File: src/rtl/lsu_pkg.sv
// Shared types and helpers for the LSU memory port: access-size encoding,
// FSM states and the alignment check done when a request is accepted.
package lsu_pkg;

    typedef enum logic [1:0] {
        BYTE    = 2'b00,
        HALF    = 2'b01,
        WORD    = 2'b10,
        ILLEGAL = 2'b11
    } lsu_size_e;

    typedef enum logic [2:0] {
        IDLE,
        RD_ISSUE,
        RD_DATA,
        WR,
        RESP
    } lsu_state_e;

    // Illegal size is reported separately; this only covers alignment.
    function automatic logic lsu_misaligned(lsu_size_e size, logic [1:0] addr_lo);
        case (size)
            HALF:    return addr_lo[0];
            WORD:    return addr_lo != 2'b00;
            default: return 1'b0;
        endcase
    endfunction

endpackage

File: src/rtl/lsu_lane.sv
// Little-endian lane steering: extracts and extends load data from a memory
// word, and merges sub-word store data into the word that was read.
module lsu_lane
    import lsu_pkg::*;
(
    input  logic [1:0]  size_i,
    input  logic [1:0]  off_i,
    input  logic        uns_i,
    input  logic [31:0] rdata_i,
    input  logic [31:0] wdata_i,
    output logic [31:0] load_o,
    output logic [31:0] merge_o
);

    logic [7:0]  byte_v;
    logic [15:0] half_v;
    logic [4:0]  bit_off;

    assign bit_off = {off_i, 3'b000};

    always_comb begin
        byte_v = rdata_i[bit_off +: 8];
        half_v = off_i[1] ? rdata_i[31:16] : rdata_i[15:0];
        case (lsu_size_e'(size_i))
            BYTE:    load_o = {{24{~uns_i & byte_v[7]}}, byte_v};
            HALF:    load_o = {{16{~uns_i & half_v[15]}}, half_v};
            default: load_o = rdata_i;
        endcase
    end

    always_comb begin
        merge_o = rdata_i;
        case (lsu_size_e'(size_i))
            BYTE: merge_o[bit_off +: 8] = wdata_i[7:0];
            HALF: begin
                if (off_i[1]) merge_o[31:16] = wdata_i[15:0];
                else          merge_o[15:0]  = wdata_i[15:0];
            end
            WORD:    merge_o = wdata_i;
            default: merge_o = rdata_i;
        endcase
    end

endmodule

File: src/rtl/lsu_mem_port.sv
// Single-outstanding load/store initiator onto a word-wide synchronous memory
// with one cycle of read latency; sub-word stores are done as read-modify-write.
module lsu_mem_port
    import lsu_pkg::*;
#(
    parameter int ADDR_W = 32
) (
    input  logic              clk_i,
    input  logic              rst_n_i,
    input  logic              req_valid_i,
    output logic              req_ready_o,
    input  logic              req_we_i,
    input  logic [1:0]        req_size_i,
    input  logic              req_unsigned_i,
    input  logic [ADDR_W-1:0] req_addr_i,
    input  logic [31:0]       req_wdata_i,
    output logic              resp_valid_o,
    output logic [31:0]       resp_rdata_o,
    output logic              resp_err_o,
    output logic              mem_wen_o,
    output logic [ADDR_W-1:0] mem_addr_o,
    output logic [31:0]       mem_wdata_o,
    input  logic [31:0]       mem_rdata_i
);

    lsu_state_e        state_q;
    logic              we_q;
    logic [1:0]        size_q;
    logic              uns_q;
    logic [1:0]        off_q;
    logic [31:0]       wdata_q;
    logic              mem_wen_q;
    logic [ADDR_W-1:0] mem_addr_q;
    logic [31:0]       mem_wdata_q;
    logic              resp_valid_q;
    logic [31:0]       resp_rdata_q;
    logic              resp_err_q;

    logic              err_d;
    logic [ADDR_W-1:0] word_addr_d;
    logic [31:0]       load_data;
    logic [31:0]       merge_data;

    assign err_d = (lsu_size_e'(req_size_i) == ILLEGAL)
                 | lsu_misaligned(lsu_size_e'(req_size_i), req_addr_i[1:0]);
    assign word_addr_d = {req_addr_i[ADDR_W-1:2], 2'b00};

    lsu_lane u_lane (
        .size_i  (size_q),
        .off_i   (off_q),
        .uns_i   (uns_q),
        .rdata_i (mem_rdata_i),
        .wdata_i (wdata_q),
        .load_o  (load_data),
        .merge_o (merge_data)
    );

    always_ff @(posedge clk_i or negedge rst_n_i) begin
        if (!rst_n_i) begin
            state_q      <= IDLE;
            we_q         <= 1'b0;
            size_q       <= 2'b00;
            uns_q        <= 1'b0;
            off_q        <= 2'b00;
            wdata_q      <= '0;
            mem_wen_q    <= 1'b0;
            mem_addr_q   <= '0;
            mem_wdata_q  <= '0;
            resp_valid_q <= 1'b0;
            resp_rdata_q <= '0;
            resp_err_q   <= 1'b0;
        end else begin
            case (state_q)
                IDLE: begin
                    if (req_valid_i) begin
                        we_q    <= req_we_i;
                        size_q  <= req_size_i;
                        uns_q   <= req_unsigned_i;
                        off_q   <= req_addr_i[1:0];
                        wdata_q <= req_wdata_i;
                        if (err_d) begin
                            resp_valid_q <= 1'b1;
                            resp_err_q   <= 1'b1;
                            resp_rdata_q <= '0;
                            state_q      <= RESP;
                        end else if (req_we_i && lsu_size_e'(req_size_i) == WORD) begin
                            mem_addr_q  <= word_addr_d;
                            mem_wdata_q <= req_wdata_i;
                            mem_wen_q   <= 1'b1;
                            state_q     <= WR;
                        end else begin
                            mem_addr_q <= word_addr_d;
                            state_q    <= RD_ISSUE;
                        end
                    end
                end
                RD_ISSUE: state_q <= RD_DATA;
                // Read word is on mem_rdata_i now: finish the load or build the merged store word.
                RD_DATA: begin
                    if (we_q) begin
                        mem_wdata_q <= merge_data;
                        mem_wen_q   <= 1'b1;
                        state_q     <= WR;
                    end else begin
                        resp_valid_q <= 1'b1;
                        resp_rdata_q <= load_data;
                        state_q      <= RESP;
                    end
                end
                WR: begin
                    mem_wen_q    <= 1'b0;
                    resp_valid_q <= 1'b1;
                    resp_rdata_q <= '0;
                    state_q      <= RESP;
                end
                RESP: begin
                    resp_valid_q <= 1'b0;
                    resp_err_q   <= 1'b0;
                    resp_rdata_q <= '0;
                    state_q      <= IDLE;
                end
                default: state_q <= IDLE;
            endcase
        end
    end

    assign req_ready_o  = (state_q == IDLE);
    assign resp_valid_o = resp_valid_q;
    assign resp_rdata_o = resp_rdata_q;
    assign resp_err_o   = resp_err_q;
    assign mem_wen_o    = mem_wen_q;
    assign mem_addr_o   = mem_addr_q;
    assign mem_wdata_o  = mem_wdata_q;

endmodule

File: config.mk
export PLATFORM = sky130hd
export DESIGN_NAME = lsu_mem_port
export DESIGN_NICKNAME = d
export VERILOG_FILES = /design/src/rtl/lsu_pkg.sv /design/src/rtl/lsu_lane.sv /design/src/rtl/lsu_mem_port.sv
export SDC_FILE = /design/constraint.sdc
export NUM_CORES = 1
export LEC_CHECK = 0
export ABC_AREA = 1
export CAP_MARGIN = 20
export CORE_ASPECT_RATIO = 0.9
export CORE_MARGIN = 5
export CORE_UTILIZATION = 36
export DETAILED_ROUTE_END_ITERATION = 7
export SETUP_SLACK_MARGIN = 0.02
export SYNTH_ARGS = -nofsm -noshare
export SYNTH_HDL_FRONTEND = slang
export SYNTH_SLANG_ARGS = --single-unit
File: constraint.sdc
create_clock -name clk_i -period 5.45 [get_ports clk_i]
set_input_delay 1.09 -clock clk_i [delete_from_list [all_inputs] [get_ports clk_i]]
set_output_delay 1.09 -clock clk_i [all_outputs]
set_load 0.05 [all_outputs]
After elaboration in Yosys (flattened, before gate mapping) --
Cells that the tools add are included.
Operators by class: add/sub/neg operators 1, multipliers 0, divide/modulo/power cells 0, magnitude comparators 0, eq/ne operators 15, shift-type cells 3, multiplexer cells 31, bitwise logic cells 5, reductions and logical operators 17
Operators with widths (number):
- $mux 32 | 7
- $pmux 32 s3 | 2
- $pmux 32 s2 | 2
- $mux 16 | 3
- $bwmux 32 | 1
- $shift 8x7->32 const A | 1
- $shiftx 32x6->8 | 1
- $shiftx 8x7->32 | 1
- $pmux 3 s4 | 1
- $reduce_and 5->1 | 2
- $mux 3 | 3
- $ne 2x2->1 const B | 4
- $reduce_and 4->1 | 2
- $mux 1 | 7
- $neg 5->7 | 1
- $eq 2x2->1 const B | 3
- $eq 3x2->1 const B | 2
- $reduce_and 3->1 | 2
- $reduce_bool 2->1 | 3
- $reduce_bool 3->1 | 2
- $eq 2x1->1 const B | 2
- $ne 2x1->1 const B | 2
- $pmux 1 s2 | 2
- $pmux 1 s4 | 1
- 13 further kinds | 15
Storage, ports and cells: bits in registers 138, latch bits 0, bits in writable memories 0, memory bits (read-only) 0, input port bits 103, logic and storage cells 84, memories kept 0

Logic depth before layout (Yosys ltp) --
depth after elaboration 6, depth in mapped cells 14, mapped depth without buffers 12

Modules after synthesis --
A second synthesis with hierarchy kept.
Unflattened totals: cells, all modules 1312, area total of the unflattened synthesis 8735.9 um^2
By module, submodules not included:
- lsu_mem_port | instances 1, cells each 802, area each 6298.5 um^2, seq. area each 3453.3 um^2
- lsu_lane | instances 1, cells each 510, area each 2437.3 um^2, seq. area each 0.0 um^2

Least setup slack after synthesis --
OpenSTA, ideal clock, no wires.
path kind input -> register, start point input req_size_i[0], end point register resp_rdata_q[21], in the netlist resp_rdata_o[21], setup time 118 ps, arrival time 2219 ps, setup slack 3113 ps, stages on the path 11, path buffers 1, cells stage by stage inv_1 > ha_1 > nor2_1 > nand2_1 > nand3_2 > nand2_2 > nor2_4 > inv_6 > buf_8 > nand2_2 > nand2_1
Between the ends: longest elaborated chain between the ends 5, elaborated cells between the ends (all ways) 7, those cells by class eq/ne (4); mux (1); bitwise (1); reduce/logical (1)
Ends and longest elaborated chain:
- from (decl) | RTL line lsu_mem_port.sv:13 | input logic [1:0] req_size_i,
- $eq 2x2->1 / $eq 2x1->1 (equally long branches) | RTL line lsu_pkg.sv:22 | case (size)
- $pmux 1 s2 | RTL line lsu_pkg.sv:22
- $or 1x1->1 (*) | RTL line lsu_mem_port.sv:45 | | lsu_misaligned(lsu_size_e'(req_size_i), req_addr_i[1:0]);
- $ne 2x1->1 (no source line) (*)
- $reduce_and 4->1 (no source line) (*)
- to (signal assigned) | RTL line lsu_mem_port.sv:106 | resp_rdata_q <= load_data;
- to (decl) | RTL line lsu_mem_port.sv:36 | logic [31:0] resp_rdata_q;
Every way passes the cells marked *; elsewhere a longest branch is shown, timed or not. A chain may end at the register's enable or synchronous reset.

Worst setup path in the final report --
start point input req_size_i[0], end point register mem_wdata_q[23], in the netlist mem_wdata_o[23]
Between the ends: longest elaborated chain between the ends 5, elaborated cells between the ends (all ways) 9, those cells by class eq/ne (5); mux (1); bitwise (1); reduce/logical (2)
Ends and longest elaborated chain:
- $eq 2x2->1 / $eq 2x1->1 (equally long branches) | RTL line lsu_pkg.sv:22, lsu_mem_port.sv:86
- $pmux 1 s2 | RTL line lsu_pkg.sv:22
- $or 1x1->1 | RTL line lsu_mem_port.sv:45
- $ne 2x2->1 (no source line)
- $reduce_and 5->1 (no source line) (*)
- to (signal assigned) | RTL line lsu_mem_port.sv:88 | mem_wdata_q <= req_wdata_i;
- to (signal assigned) | RTL line lsu_mem_port.sv:101 | mem_wdata_q <= merge_data;
- to (decl) | RTL line lsu_mem_port.sv:34 | logic [31:0] mem_wdata_q;
Marked as above.

==> metrics.md <==
| Metric | Value |
|---|---|
| Antenna diode count | 0 |
| CP Buf/Inv Count | 3 |
| Synth Instances | 1062 |
| P_sw | 0.00363 W |
| Remaining antenna violation count after routing | 0 |
| Later-pin clock latency in the skew report | between 0.4 and 0.5 ns |
| Logic pwr share | 0.574 |
| Num CTS Buffers | 17 |
| Routed len/inst | approximately 17 um |
| Drt pass-1 iters | 5 |
| Drt drc | 0 |
| Clock power frac | 0.171 |
| Via-to-Cell Ratio | 4.87 |
| Global route overflow | 0 |
| Startpoint types | input port |
| R2R setup slack | just under 3 ns |
| Highest-count cells in the layout ignoring fill and taps | 342 x nand2_1, 199 x clkdlybuf4s50_1, 138 x dfrtp_1 |
| Hold Crit Class | reg2reg |
| Yosys reg bits | approximately 140 |
| Power Density | 671 nW/um2 |
| Unrepaired setup endpoints after global routing | no |
| End of the worst hold path | resp_rdata_o[13] |
| # resized after CTS | 0 |
| Initial antenna violation count | 1 |
| Primary FF master, synth | dfrtp_1 |
| Reg2reg end | mem_wdata_o[23] |
| Worst-path maximum fanout | between 40 and 50 |
| Worst path max stage delay | approximately 0.7 ns |
| Area growth syn-to-layout | 34.2% |
| Crit path DAT | 3.91 ns |
| Fmax | 0.282 GHz |
| Share of flip-flops with an asynchronous set or reset | 1.00 |
| Reg power frac | 0.255 |
| PortBufs | 200 |
| Register area share after synthesis | 0.438 |
| DR vias | between 7000 and 8000 |
| CP delay by family, top | buffers and inverters |
| Final wirelength | 26500 um |
| Die H | between 150 and 200 um |
| Final setup violation count | 0 |
| Int Pwr | ~0.0035 W |
| Post-synth EDFFs | 0 |
| DP Wirelength | roughly 19000 um |
| Detail Route met3 WL | about 1900 um |
| Routability congestion estimate | 0.929 |
| Worst-path clk slew | 0.06 ns |
| # rows | 51 |
| DR WL met2 | around 11000 um |
| Global-route wire length before repair | a little over 40000 um |
| Max-slew violations | 0 |
| Critical path cell sequence | clkdlybuf4s50_1 > inv_1 > ha_1 > nor2_1 > nand2_1 > nand2_1 > nand2_1 > nand3_2 > inv_2 > nand3_1 > nand2_1 |
| VDD IR max | about 270 uV |
| Slew margin rel. | 0.431 |
| Die Span X | between 150 and 200 um |
| Final TNS setup | 0 ns |
| Pin count of the biggest net entering global routing | 64 |
| # IOs | slightly above 200 |
| Worst Max-Slew Pin Slew | 0.853 ns |
| Crit path time final | approximately 3.6 ns |
| WHS Path Cells | 2 |
| Yosys warning count | 0 |
| Tot GR Track Use | 0.211 |
| P_leak | 5.19 nW |
| Kind of critical path | in2reg |
| Share of cells above drive strength 1 | 0.0873 |
| CTS tree | done |
| Most common cell after layout, fill and taps aside | nand2_1 |
| H-tree levels | 4 |
| Worst setup EP type | flop |
| Vias in the first global route | around 7300 |
| Detailed Route Iter0 Violations | ~600 |
| Number of cells on the worst reg-to-reg path | 8 |
| Core Area | around 22000 um2 |
| Slowest-stage cell, CP | inv_2 |
| Mapped Area | between 7000 and 8000 um2 |
| Most frequent CP cell | nand2_1 |
| Outcome | finished clean |
| Hold Fails Final Rpt | 0 |
| Part of the cycle the worst path needs | 0.652 |
| Critical hold path startpoint | resp_rdata_o[13] |
| Met1 WL | about 13000 um |
| Hold Buf Count CTS | 0 |
| Clock skew | 0.0103 ns |
| Worst R2R Start | state_q[1] |
| Post-CTS Setup Repair Bufs | 0 |
| Count of maximum capacitance violations | 0 |
| Die ar. | 25000 um2 |
| Final hold slack | 0.478 ns |
| Switching share of power | 0.511 |
| Starting density of the core | 0.366 |
| CTS Root Cell | clkbuf_16 |
| CP Data Required Time | 5.81 ns |
| Highest metal used | met5 |
| Syn_area_per_cell | about 7.4 um2 |
| Clock sinks | roughly 140 |
| Max clock buf depth | 2 |
| Final nets | between 1000 and 1500 |
| Yosys cell types | 40 |
==> worst max path at each step <==
stage / cells after the start / slack (ns) / start / end
floorplan: 11 / 3.11 / req_size_i[0] / resp_rdata_o[21]
global placement: 12 / 1.52 / req_size_i[0] / mem_wdata_o[24]
detailed placement: 11 / 1.37 / req_size_i[0] / mem_wdata_o[5]
CTS: 11 / 1.87 / req_size_i[0] / mem_wdata_o[23]
global route: 11 / 1.59 / req_size_i[0] / mem_wdata_o[11]
finish: 11 / 1.90 / req_size_i[0] / mem_wdata_o[23]
==> power groups by stage <==
| stage | Combinational, W | Sequential (W) | Clock, W |
|---|---|---|---|
| global placement | 0.00405 | 0.00182 | 0 |
| detailed placement | 0.00410 | 0.00181 | 0 |
| global route | 0.00444 | 0.00187 | 0.00128 |
| CTS | 0.00411 | 0.00181 | 0.00123 |
| floorplan | 0.00189 | 0.00280 | 0 |
| finish | 0.00408 | 0.00181 | 0.00121 |
==> cell type report <==
cell class,count,area (um2)
fill,2215,11000
multi-input combinational,751,3640
sequential,138,3450
timing repair buffer,206,2050
inverter,122,473
clock buffer,19,443
tap,291,364
clock inverter,13,166
==> metal layers <==
metal,GRT usage,vias to the layer above
met5,0,-
met4,0.0491,2
met3,0.0593,32
met2,0.299,257
met1,0.318,3477
li1,-,3726
==> stage by stage <==
| step | total power, W | utilization | cells | instance area (um2) | setup WS, ns |
|---|---|---|---|---|---|
| after global placement | 0.00587 | 0.462 | 1508 | 9970 | 1.52 |
| after floorplan | 0.00470 | - | 1063 | 7890 | 3.11 |
| after global routing | 0.00759 | 0.491 | 1540 | 10600 | 1.59 |
| after CTS | 0.00715 | 0.491 | 1540 | 10600 | 1.87 |
| after detailed placement | 0.00591 | 0.462 | 1508 | 9970 | 1.37 |
| final | 0.00710 | 0.491 | 1540 | 10600 | 1.90 |
==> sequential cells by signal, summed over array words and instances, names as in the netlist, 2 cells and up <==
name	flops
state_q	3
resp_rdata_o	32
size_q	2
wdata_q	32
off_q	2
mem_addr_o	30
mem_wdata_o	32
==> worst register-to-register path, cell delays in order (launching register included) <==
cell and delay, ns:
dfrtp_1 0.53, inv_2 0.09, nand2_4 0.10, inv_4 0.05, nand2_1 0.09, nand3_2 0.64
inv_2 0.74, nand3_1 0.15, nand2_1 0.10
==> Yosys cell counts, types with 2 or more instances <==
master	instances	area share
nand2_1	342	0.16
dfrtp_1	138	0.44
inv_1	106	0.050
o21ai_0	92	0.058
nand3_1	83	0.053
nor2_1	65	0.031
a21oi_1	45	0.029
clkbuf_1	19	0.0090
nand2_2	17	0.013
buf_4	12	0.011
inv_2	12	0.0057
nand4_1	12	0.0095
or2_2	12	0.0095
buf_2	11	0.0070
o21ai_1	10	0.0063
nand3b_1	9	0.0086
buf_6	8	0.011
ha_1	8	0.013
nor3_1	8	0.0051
o211ai_1	8	0.0076
mux2_4	7	0.013
nor2_2	6	0.0048
a22oi_1	4	0.0038
nand3_4	3	0.0067
o22ai_1	3	0.0024
and3_1	2	0.0016
inv_4	2	0.0016
inv_6	2	0.0022
nand2_4	2	0.0029
nand3_2	2	0.0025
nor2_8	2	0.0051
o21ai_4	2	0.0041
==> cell families after synthesis <==
| group | after synthesis | share of synthesized area |
|---|---|---|
| and+or+nand+nor | 567 | 0.320 |
| buffers and inverters | 174 | 0.101 |
| AOI/OAI and AO/OA | 167 | 0.114 |
| DFF | 138 | 0.438 |
| adders and majority gates | 8 | 0.0127 |
| muxes | 7 | 0.0133 |
| other | 1 | 0.000476 |
Note: power is estimated with default switching activity, not from simulation.
